===== config.mk =====
export PLATFORM = sky130hd
export DESIGN_NAME = tile_plane_serializer
export DESIGN_NICKNAME = d
export VERILOG_FILES = /design/src/rtl/tile_pkg.sv /design/src/rtl/tile_plane_pipe.sv /design/src/rtl/tile_plane_serializer.sv
export SDC_FILE = /design/constraint.sdc
export NUM_CORES = 1
export LEC_CHECK = 0
export CAP_MARGIN = 20
export CORE_AREA = 2 2 173 175
export DETAILED_ROUTE_END_ITERATION = 16
export DIE_AREA = 0 0 175 177
export HOLD_SLACK_MARGIN = 0.15
export PLACE_DENSITY = 0.87
export SYNTH_ARGS = -nofsm -noshare
export SYNTH_HDL_FRONTEND = slang
export SYNTH_SLANG_ARGS = --single-unit
export TNS_END_PERCENT = 50

===== constraint.sdc =====
create_clock -name clk_24M -period 4.7 [get_ports clk_24M]
set_input_delay 0.94 -clock clk_24M [delete_from_list [all_inputs] [get_ports clk_24M]]
set_output_delay 0.94 -clock clk_24M [all_outputs]
set_load 0.01 [all_outputs]

===== src/rtl/tile_pkg.sv =====
// Shared constants, types and pixel helper for the tile plane serializer.
// The per-plane tile entry struct lives in tile_plane_pipe because its widths depend on module parameters.
package tile_pkg;

  localparam int TILE_W  = 8;
  localparam int MAX_BPP = 8;

  typedef logic [2:0] pix_pos_t;

  // Bit b of pixel x is at data[b*TILE_W + x]. Unused upper planes must be zero.
  function automatic logic [MAX_BPP-1:0] pix_extract(
    input logic [MAX_BPP*TILE_W-1:0] data,
    input pix_pos_t                  x
  );
    logic [MAX_BPP-1:0] pix;
    pix = '0;
    for (int b = 0; b < MAX_BPP; b++) pix[b] = data[b*TILE_W + int'(x)];
    return pix;
  endfunction

endpackage


===== src/rtl/tile_plane_pipe.sv =====
// One tile plane: a single-entry fetch buffer, a DELAY-deep tile pipeline,
// scroll/flip pixel select, and sticky overrun/underrun flags.
module tile_plane_pipe
  import tile_pkg::*;
#(
  parameter int BPP   = 4,
  parameter int PAL_W = 4,
  parameter int DELAY = 2
) (
  input  logic                   clk,
  input  logic                   rst_n,
  input  logic                   pix_ce,
  input  pix_pos_t               hcnt,
  input  pix_pos_t               fine_x,
  input  logic                   vc_valid,
  input  logic [BPP*TILE_W-1:0]  vc,
  input  logic [PAL_W-1:0]       col,
  input  logic                   flip,
  input  logic                   clr_flags,
  output logic [PAL_W+BPP-1:0]   dout,
  output logic                   opaque,
  output logic                   overrun,
  output logic                   underrun
);

  typedef struct packed {
    logic [BPP*TILE_W-1:0] data;
    logic [PAL_W-1:0]      pal;
    logic                  flip;
  } tile_entry_t;

  tile_entry_t buf_q;
  logic        buf_full;
  tile_entry_t stage_q [DELAY];

  tile_entry_t                  disp;
  tile_entry_t                  incoming;
  pix_pos_t                     pos;
  pix_pos_t                     x;
  logic                         boundary;
  logic [MAX_BPP*TILE_W-1:0]    data_ext;
  logic [MAX_BPP-1:0]           pix_full;
  logic [BPP-1:0]               color;

  // NOTE: every variable is assigned at the top of the block on every pass, so no latch can be inferred.
  always_comb begin
    disp     = stage_q[DELAY-1];
    incoming = tile_entry_t'({vc, col, flip});
    pos      = hcnt + fine_x;
    x        = disp.flip ? ~pos : pos;
    boundary = pix_ce && (pos == pix_pos_t'(TILE_W-1));
    data_ext = '0;
    data_ext[BPP*TILE_W-1:0] = disp.data;
    pix_full = pix_extract(data_ext, x);
    color    = pix_full[BPP-1:0];
  end

  // NOTE: the stages are a handful of flops, not a RAM, so they are reset to the transparent tile.
  always_ff @(posedge clk or negedge rst_n) begin
    if (!rst_n) begin
      buf_q    <= '0;
      buf_full <= 1'b0;
      for (int i = 0; i < DELAY; i++) stage_q[i] <= '0;
      dout     <= '0;
      opaque   <= 1'b0;
      overrun  <= 1'b0;
      underrun <= 1'b0;
    end else begin
      if (boundary) begin
        stage_q[0] <= buf_full ? buf_q : '0;
        for (int i = 1; i < DELAY; i++) stage_q[i] <= stage_q[i-1];
      end

      // A write coincident with a boundary refills the buffer that is being drained.
      if (vc_valid) begin
        buf_q    <= incoming;
        buf_full <= 1'b1;
      end else if (boundary) begin
        buf_full <= 1'b0;
      end

      if (pix_ce) begin
        dout   <= {disp.pal, color};
        opaque <= |color;
      end

      // Setting beats clearing when both happen in the same cycle.
      overrun  <= (overrun  & ~clr_flags) | (vc_valid & buf_full & ~boundary);
      underrun <= (underrun & ~clr_flags) | (boundary & ~buf_full);
    end
  end

endmodule


===== src/rtl/tile_plane_serializer.sv =====
// Tile plane output stage: pixel-clock divider, pixel-in-tile counter and
// NUM_PLANES independent tile plane pipelines.
module tile_plane_serializer
  import tile_pkg::*;
#(
  parameter int NUM_PLANES = 3,
  parameter int BPP        = 4,
  parameter int PAL_W      = 4,
  parameter int DELAY      = 2,
  parameter int CLK_DIV    = 4
) (
  input  logic                               clk_24M,
  input  logic                               nRES,
  input  logic                               line_start,
  input  logic [NUM_PLANES-1:0]              vc_valid,
  input  logic [NUM_PLANES*BPP*TILE_W-1:0]   vc,
  input  logic [NUM_PLANES*PAL_W-1:0]        col,
  input  logic [NUM_PLANES-1:0]              flip,
  input  logic [NUM_PLANES*3-1:0]            fine_x,
  input  logic                               clr_flags,
  output logic                               pix_ce,
  output logic [2:0]                         hcnt,
  output logic [NUM_PLANES*(PAL_W+BPP)-1:0]  dout,
  output logic [NUM_PLANES-1:0]              opaque,
  output logic [NUM_PLANES-1:0]              overrun,
  output logic [NUM_PLANES-1:0]              underrun
);

  localparam int CNT_W = (CLK_DIV > 2) ? $clog2(CLK_DIV) : 1;

  logic [CNT_W-1:0] cnt;

  // NOTE: sequential state uses non-blocking assignments so every flop samples pre-edge values.
  always_ff @(posedge clk_24M or negedge nRES) begin
    if (!nRES) begin
      cnt    <= '0;
      pix_ce <= 1'b0;
      hcnt   <= '0;
    end else begin
      cnt    <= (cnt == CNT_W'(CLK_DIV-1)) ? '0 : cnt + CNT_W'(1);
      // Registered copy of (cnt == CLK_DIV-1): decoded one count early.
      pix_ce <= (cnt == CNT_W'(CLK_DIV-2));
      if (pix_ce) hcnt <= line_start ? 3'd0 : hcnt + 3'd1;
    end
  end

  for (genvar p = 0; p < NUM_PLANES; p++) begin : g_plane
    tile_plane_pipe #(
      .BPP   (BPP),
      .PAL_W (PAL_W),
      .DELAY (DELAY)
    ) u_pipe (
      .clk       (clk_24M),
      .rst_n     (nRES),
      .pix_ce    (pix_ce),
      .hcnt      (hcnt),
      .fine_x    (fine_x[p*3 +: 3]),
      .vc_valid  (vc_valid[p]),
      .vc        (vc[p*BPP*TILE_W +: BPP*TILE_W]),
      .col       (col[p*PAL_W +: PAL_W]),
      .flip      (flip[p]),
      .clr_flags (clr_flags),
      .dout      (dout[p*(PAL_W+BPP) +: PAL_W+BPP]),
      .opaque    (opaque[p]),
      .overrun   (overrun[p]),
      .underrun  (underrun[p])
    );
  end

endmodule


==> results.md, run 1 <==
* Status: finished clean
* Vias at 11300
* Clock latency on the worst-skew pair at 0.52 ns
* Post-DP HPWL at 22.5 mm
* Compound-Gate Fraction of Synth Area at 1.99%
* Via density at 5.61
* Antenna-violating nets left at 0
* Seq pwr share at 47.9%
* Ys Warns at 0
* Antenna cells at 0
* Final setup vio count at 0
* Total track usage at 23.2%
* Clock skew at 0.0230 ns
* Register area at 0.00939 mm^2
* Hold Buf Count CTS at 0
* # IOs at 164
* Combinational power share at 20.9%
* VDD IR max at 0.317 mV
* CTS tree: yes
* Slew HR at 30.2%
* Wirelength, routed at 35.1 mm
* Syn Std Cell Area at 0.0161 mm^2
* Antenna violations before repair at 1
* Critical Path Source Type: input port
* Synth Instances at 1475
* Gpl congestion at 0.825
* Clock root buffer: clkbuf_16
* Dpl cells at 1951
* First-pass GRT wire length at 58.0 mm
* I/O Buffers at 163
* Largest net degree at the start of global routing at 127
* Sw power at 0.00304 W
* Clk pwr share at 31.1%
* TritonCTS buffer count at 40
* Syn avg cell area at 10.9 um^2
* Hold Slack at 0.459 ns
* CP Capture Type: flip-flop
* Layout cell share with drive strength beyond 1 at 16.8%
* Leak at 9.30 nW
* Rows at 63
* Adder-Cell Fraction of Synth Area at 0.839%
* Die W at 175 um
* Clk sinks at 375
* Area of the multi-input gates at 0.00611 mm^2
* Fin crit period at 3.58 ns
* WP data required at 5.16 ns
* H-tree depth at 2
* Crit path kind: in -> reg
* Synth area leaders: dfrtp_1 (58%), nand2_1 (13%), mux2_2 (8.9%)
* Area delta synth->final at 20.0%
* Largest family of logic cells by synthesized area: simple AND/OR/NAND/NOR gates
* Post-synth cell types at 38
* Cell area power density at 540 mW/mm^2
* Sw Share at 29.1%
* Post-Synth Simple-Gate Area at 18.5%
* Clock transition at path regs at 0.06 ns
* Fin cells at 2023
* Sequential share of the synthesized area at 58.2%
* Synth top area share at 58.2%
* Worst slew pin tran at 1.05 ns
* XOR/XNOR Fraction of Synth Area at 0.598%
* 1st-iter DRT viols at 1022
* Clk buf depth at 3
* Post-Syn Nets at 1611
* Final Hold Violating Endpoints at 0
* Worst endpoint data arrival time at 4.04 ns
* Fillers at 2063
* F_max at 279 MHz
* Final max-slew violation count at 0
* WL per Instance at 17.4 um
* #FFs+latches synth at 375
* Hold Crit Class: reg -> reg
* Vias in the first global route at 11500
* Initial core utilization at 55.1%
* Post-CTS setup buffer count at 0
* Die H at 177 um
* Pint at 0.00740 W
* Dpl ws at 0.579 ns
* RSZ-0062 raised after global routing: false
* TNS Setup at 0 ns
* Die area at 0.0310 mm^2
* Period Utilization, post-route at 76.1%
* Layout net count at 1740
* Grt total ovfl at 0
* Drc violations at 0
* Worst-path fanout max at 48
* Core footprint at 0.0292 mm^2
* Post-CTS sizing at 0
* Tot Pwr at 0.0104 W
* Yosys top cell by area: dfrtp_1
* Pre-Repair DR Iteration Count at 6
* Final worst setup slack at 1.12 ns
* Maxcap violations at 0
* Mux share of post-synthesis cell area at 16.0%
routing by layer:
metal | track usage (%) | part of all wire [%] | routed length (um)
met5 | 0 | 0.040 | 14
met4 | 7.33 | 2.6 | 921
met2 | 39.6 | 51 | 17900
met3 | 3.80 | 5.2 | 1830
met1 | 30.7 | 41 | 14400
area by class of cell:
type,count,area share (%)
clock buffer,60,6.35
clock inverter,11,0.764
inverter,25,0.486
multi-input combinational,975,31.6
sequential,375,48.6
tap,390,2.52
timing repair buffer,187,9.72
synthesized netlist by cell type:
| library cell | n |
|---|---|
| nand2_1 | 570 |
| dfrtp_1 | 375 |
| mux2_2 | 127 |
| nand3_1 | 118 |
| mux4_2 | 44 |
| buf_2 | 30 |
| clkbuf_1 | 29 |
| inv_1 | 25 |
| o21ai_0 | 20 |
| buf_4 | 19 |
| buf_1 | 16 |
| nor2_1 | 14 |
| nand2b_1 | 10 |
| a21oi_1 | 8 |
| a22oi_1 | 6 |
| buf_6 | 6 |
| ha_1 | 6 |
| mux2i_1 | 5 |
| mux4_1 | 4 |
| o21ai_1 | 4 |
| o22a_1 | 4 |
| a21o_1 | 3 |
| and4b_1 | 3 |
| fa_1 | 3 |
| nand4b_1 | 3 |
| o22ai_1 | 3 |
| xnor3_2 | 3 |
| a31oi_1 | 2 |
| a41oi_1 | 2 |
| and2_1 | 2 |
| and2_4 | 2 |
| nor3b_1 | 2 |
| or2_1 | 2 |
| a21oi_2 | 1 |
| and4_1 | 1 |
| nand3b_1 | 1 |
| xnor2_2 | 1 |
| xor2_1 | 1 |
logic make-up (layout without fill, tap and decap cells):
family,after synthesis,count (layout)
AND/OR/NAND/NOR,728,728
flip-flops,375,375
multiplexers,180,180
buffers and inverters,125,283
AO/OA/AOI/OAI,53,53
adder cells (fa/ha/maj),9,9
XOR/XNOR,5,5
stage by stage:
step	util [%]	cell area, um^2
finish	66.1	19300
detailed placement	61.3	17900
floorplan	-	16100
CTS	66.0	19300
global placement	61.2	17900
global route	66.1	19300
state kept, by name (all words and copies together) (netlist names), 3 cells and up:
| name | cells |
|---|---|
| g_plane.u_pipe.buf_q | 111 |
| g_plane.u_pipe.stage_q | 111 |
| g_plane.u_pipe.data_ext | 96 |
| g_plane.u_pipe.dout | 24 |
| g_plane.u_pipe.disp | 15 |
| g_plane.u_pipe.buf_full | 3 |
| g_plane.u_pipe.opaque | 3 |
| g_plane.u_pipe.overrun | 3 |
| g_plane.u_pipe.underrun | 3 |
| hcnt | 3 |
final timing paths:
kind,start,endpoint,slack (ns),cells after the start
max,fine_x[6],g_plane[2].u_pipe.stage_q[44]$_DFFE_PN0P_,1.12,8
min,cnt[0]$_DFF_PN0_,cnt[0]$_DFF_PN0_,0.46,1
max reg2reg,hcnt[0]$_DFFE_PN0P_,g_plane[2].u_pipe.stage_q[44]$_DFFE_PN0P_,1.34,7
min reg2reg,cnt[0]$_DFF_PN0_,cnt[0]$_DFF_PN0_,0.46,1
max in group asynchronous,nRES,g_plane[0].u_pipe.buf_q[24]$_DFFE_PN0P_,3.12,2
min in group asynchronous,nRES,g_plane[0].u_pipe.data_ext[5]$_DFFE_PN0P_,0.50,1
worst max-delay path: stages:
cell and delay (ns):
clkdlybuf4s50_1 0.48, ha_1 0.15, inv_1 0.05, fa_1 0.79, and4b_2 1.01, buf_4 0.35
nand3_1 0.11, nand2_1 0.11
power groups by stage:
stage,clock [W],sequential (W),combinational [W]
after floorplan,0,0.00478,0.00154
after CTS,0.00329,0.00499,0.00220
after detailed placement,0,0.00501,0.00216
after global placement,0,0.00495,0.00203
after global routing,0.00343,0.00512,0.00245
final,0.00325,0.00500,0.00219
layout by cell type (no fill, tap or decap), types with 4 or more instances in the layout:
cell,n
nand2_1,570
nand2b_1,10
clkbuf_8,13
nand3_1,118
ha_1,6
o22a_1,4
mux4_2,44
buf_4,19
a22oi_1,6
dfrtp_1,374
clkdlybuf4s50_1,159
clkbuf_1,6
clkbuf_16,41
mux2_2,127
o21ai_1,4
mux2i_1,5
mux4_1,4
inv_1,25
a21oi_1,8
o21ai_0,20
nor2_1,14
(Power assumes the default switching activity.)
==> inputs of run 2 (changes only) <==
CORE_AREA = 2 2 181 183   (was 2 2 173 175)
DIE_AREA = 0 0 183 185   (was 0 0 175 177)
PLACE_DENSITY = 0.84   (was 0.87)
clock period = 3.1 ns   (was 4.7 ns; I/O delays follow)
==> run 2 against run 1 <==
Against the previous run: critical endpoint is now g_plane[1].u_pipe.dout[1]$_DFFE_PN0P_; sequential power grew 52%; final cell count grew 1.8%; sequential cell count is the same; die area grew 9.3%; critical path depth grew 1; largest power group unchanged; register-to-register slack lost 1.0 ns.
==> results.md, run 2 (synthesized netlist as in run 1, its figures left out) <==
* Status: finished clean
* First-pass GRT wire length at 57.4 mm (-0.98%)
* WP data required at 3.51 ns (-1.65 ns)
* Commonest cells after routing, fill and taps aside: nand2_1 (570), dfrtp_1 (374), clkdlybuf4s50_1 (159)
* VDD IR max at 0.507 mV (+60%)
* Met3 usage at 3.19% (-0.62 points)
* R2r startpoint: hcnt[0]$_DFFE_PN0P_
* TritonCTS buffer count at 40 (unchanged)
* Post-CTS sizing at 0 (unchanged)
* Clk sinks at 375 (unchanged)
* Via density at 5.44 (-3.0%)
* Crit path kind: reg -> reg
* H-tree depth at 2 (unchanged)
* Die H at 185 um (+4.5%)
* M2 GR Usage at 36.1% (-3.5 points)
* Drc violations at 0 (unchanged)
* Post-DP HPWL at 23.3 mm (+3.7%)
* Hold Buf Count CTS at 0 (unchanged)
* Clock latency on the worst-skew pair at 0.53 ns (about the same)
* Clock root buffer: clkbuf_16
* Worst slew pin tran at 0.922 ns (-0.124 ns)
* CTS tree: yes
* Met1 Use GR at 27.7% (-3.1 points)
* Vias in the first global route at 11400 (-0.75%)
* Crit-path slowest cell: fa_1
* Grt peak-use layer: met2
* Pre-Repair DR Iteration Count at 5 (-1)
* Rows at 66 (+4.8%)
* R2R Path End: g_plane[1].u_pipe.dout[1]$_DFFE_PN0P_
* Fin crit period at 2.78 ns
* Final max-slew violation count at 0 (unchanged)
* Initial core utilization at 50.3% (-4.8 points)
* Vias at 11200 (-1.2%)
* Final setup vio count at 0 (unchanged)
* TNS Setup at 0 ns (unchanged)
* Die W at 183 um (+4.6%)
* Period Utilization, post-route at 89.7%
* Top cell by count, worst path: buf_4
* Critical Path Source Type: flip-flop
* Grt total ovfl at 0 (unchanged)
* Antenna violations before repair at 0 (-1)
* Most common cell after layout, fill and taps aside: nand2_1
* Total track usage at 21.0% (-2.2 points)
* Worst endpoint data arrival time at 3.19 ns (-0.85 ns)
* Dpl cells at 1987 (+1.8%)
* Cell area power density at 802 mW/mm^2 (+49%)
* Tot Pwr at 0.0157 W (+51%)
* RSZ-0062 raised after global routing: false
* Worst-path fanout max at 10 (-79%)
* R2R depth at 9 (+2)
* Fin cells at 2059 (+1.8%)
* Wirelength, routed at 35.1 mm (-0.15%)
* R2r setup slk at 0.32 ns (-1.02 ns)
* Slew HR at 38.5% (+8.3 points)
* Gpl congestion at 0.885 (+7.3%)
* Area delta synth->final at 21.8%
* Hold Crit Class: in -> async
* Layout net count at 1757 (+0.98%)
* Layout cell share with drive strength beyond 1 at 17.9% (+1.0 points)
* I/O Buffers at 163 (unchanged)
* CP Capture Type: flip-flop
* Antenna-violating nets left at 0 (unchanged)
* Core footprint at 0.0320 mm^2 (+9.6%)
* F_max at 360 MHz
* Final Hold Violating Endpoints at 0 (unchanged)
* Maxcap violations at 0 (unchanged)
* # IOs at 164 (unchanged)
* WL per Instance at 17.0 um (-1.9%)
* Clock transition at path regs at 0.06 ns (about the same)
* Clock skew at 0.0276 ns (+0.00452 ns)
* Clk buf depth at 3 (unchanged)
* 1st-iter DRT viols at 827 (-19%)
* Critical path, cell by cell: buf_4 > ha_1 > inv_1 > fa_1 > buf_4 > mux4_2 > a22oi_1 > nand2_1 > mux2_2
* Leak at 9.43 nW (+1.4%)
* Post-CTS setup buffer count at 0 (unchanged)
* Die area at 0.0339 mm^2 (+9.3%)
* Largest net degree at the start of global routing at 104 (-18%)
* Max stage delay on crit path at 0.57 ns (-0.44 ns)
-- run 2: per-layer routing --
metal	vias to the layer above	part of all wire, %
li1	5173	-
met1	5662	43
met2	311	51
met3	59	4.5
met4	0	2.3
met5	-	0
-- run 2: critical path, delay by kind of cell, from the launching register on --
kind	cells	cell delay, ns
and+or+nand+nor	1	0.11
muxes	2	0.60
adders and majority gates	2	0.71
DFF	1	0.56
AOI/OAI and AO/OA	1	0.22
buffers and inverters	3	0.48
-- run 2: cell type report --
class | instances | area (um^2)
clock buffer | 54 | 1170
timing repair buffer | 204 | 2170
multi-input combinational | 975 | 6110
antenna | 1 | 2.50
clock inverter | 17 | 180
sequential | 375 | 9390
tap | 408 | 510
inverter | 25 | 93.8
fill | 2453 | 12400
-- run 2: through the flow --
step / util (%) / hold WS, ns / setup slack [ns] / cell area [um^2]
finish: 61.2 / 0.184 / 0.321 / 19600
global route: 61.2 / 0.237 / 0.189 / 19600
CTS: 61.2 / 0.204 / 0.318 / 19600
detailed placement: 57.0 / 0.449 / -0.0912 / 18300
global placement: 56.8 / 0.438 / -0.0506 / 18200
floorplan: - / 0.324 / 0.554 / 16100
-- run 2: worst max path at each step --
stage,from,to,slack (ns),cells past startpoint
after CTS,hcnt[0]$_DFFE_PN0P_,g_plane[2].u_pipe.opaque$_DFFE_PN0P_,0.32,10
final,hcnt[0]$_DFFE_PN0P_,g_plane[1].u_pipe.dout[1]$_DFFE_PN0P_,0.32,9
after floorplan,fine_x[6],g_plane[2].u_pipe.opaque$_DFFE_PN0P_,0.55,10
after global placement,fine_x[6],g_plane[2].u_pipe.opaque$_DFFE_PN0P_,-0.05,11
after global routing,hcnt[0]$_DFFE_PN0P_,g_plane[1].u_pipe.dout[1]$_DFFE_PN0P_,0.19,9
after detailed placement,fine_x[6],g_plane[2].u_pipe.opaque$_DFFE_PN0P_,-0.09,11
-- run 2: where the power goes --
group	switching (W)	total [W]	internal [W]
combinational	0.00151	0.00333	0.00182
clock	0.00191	0.00482	0.00291
sequential	0.00114	0.00760	0.00645
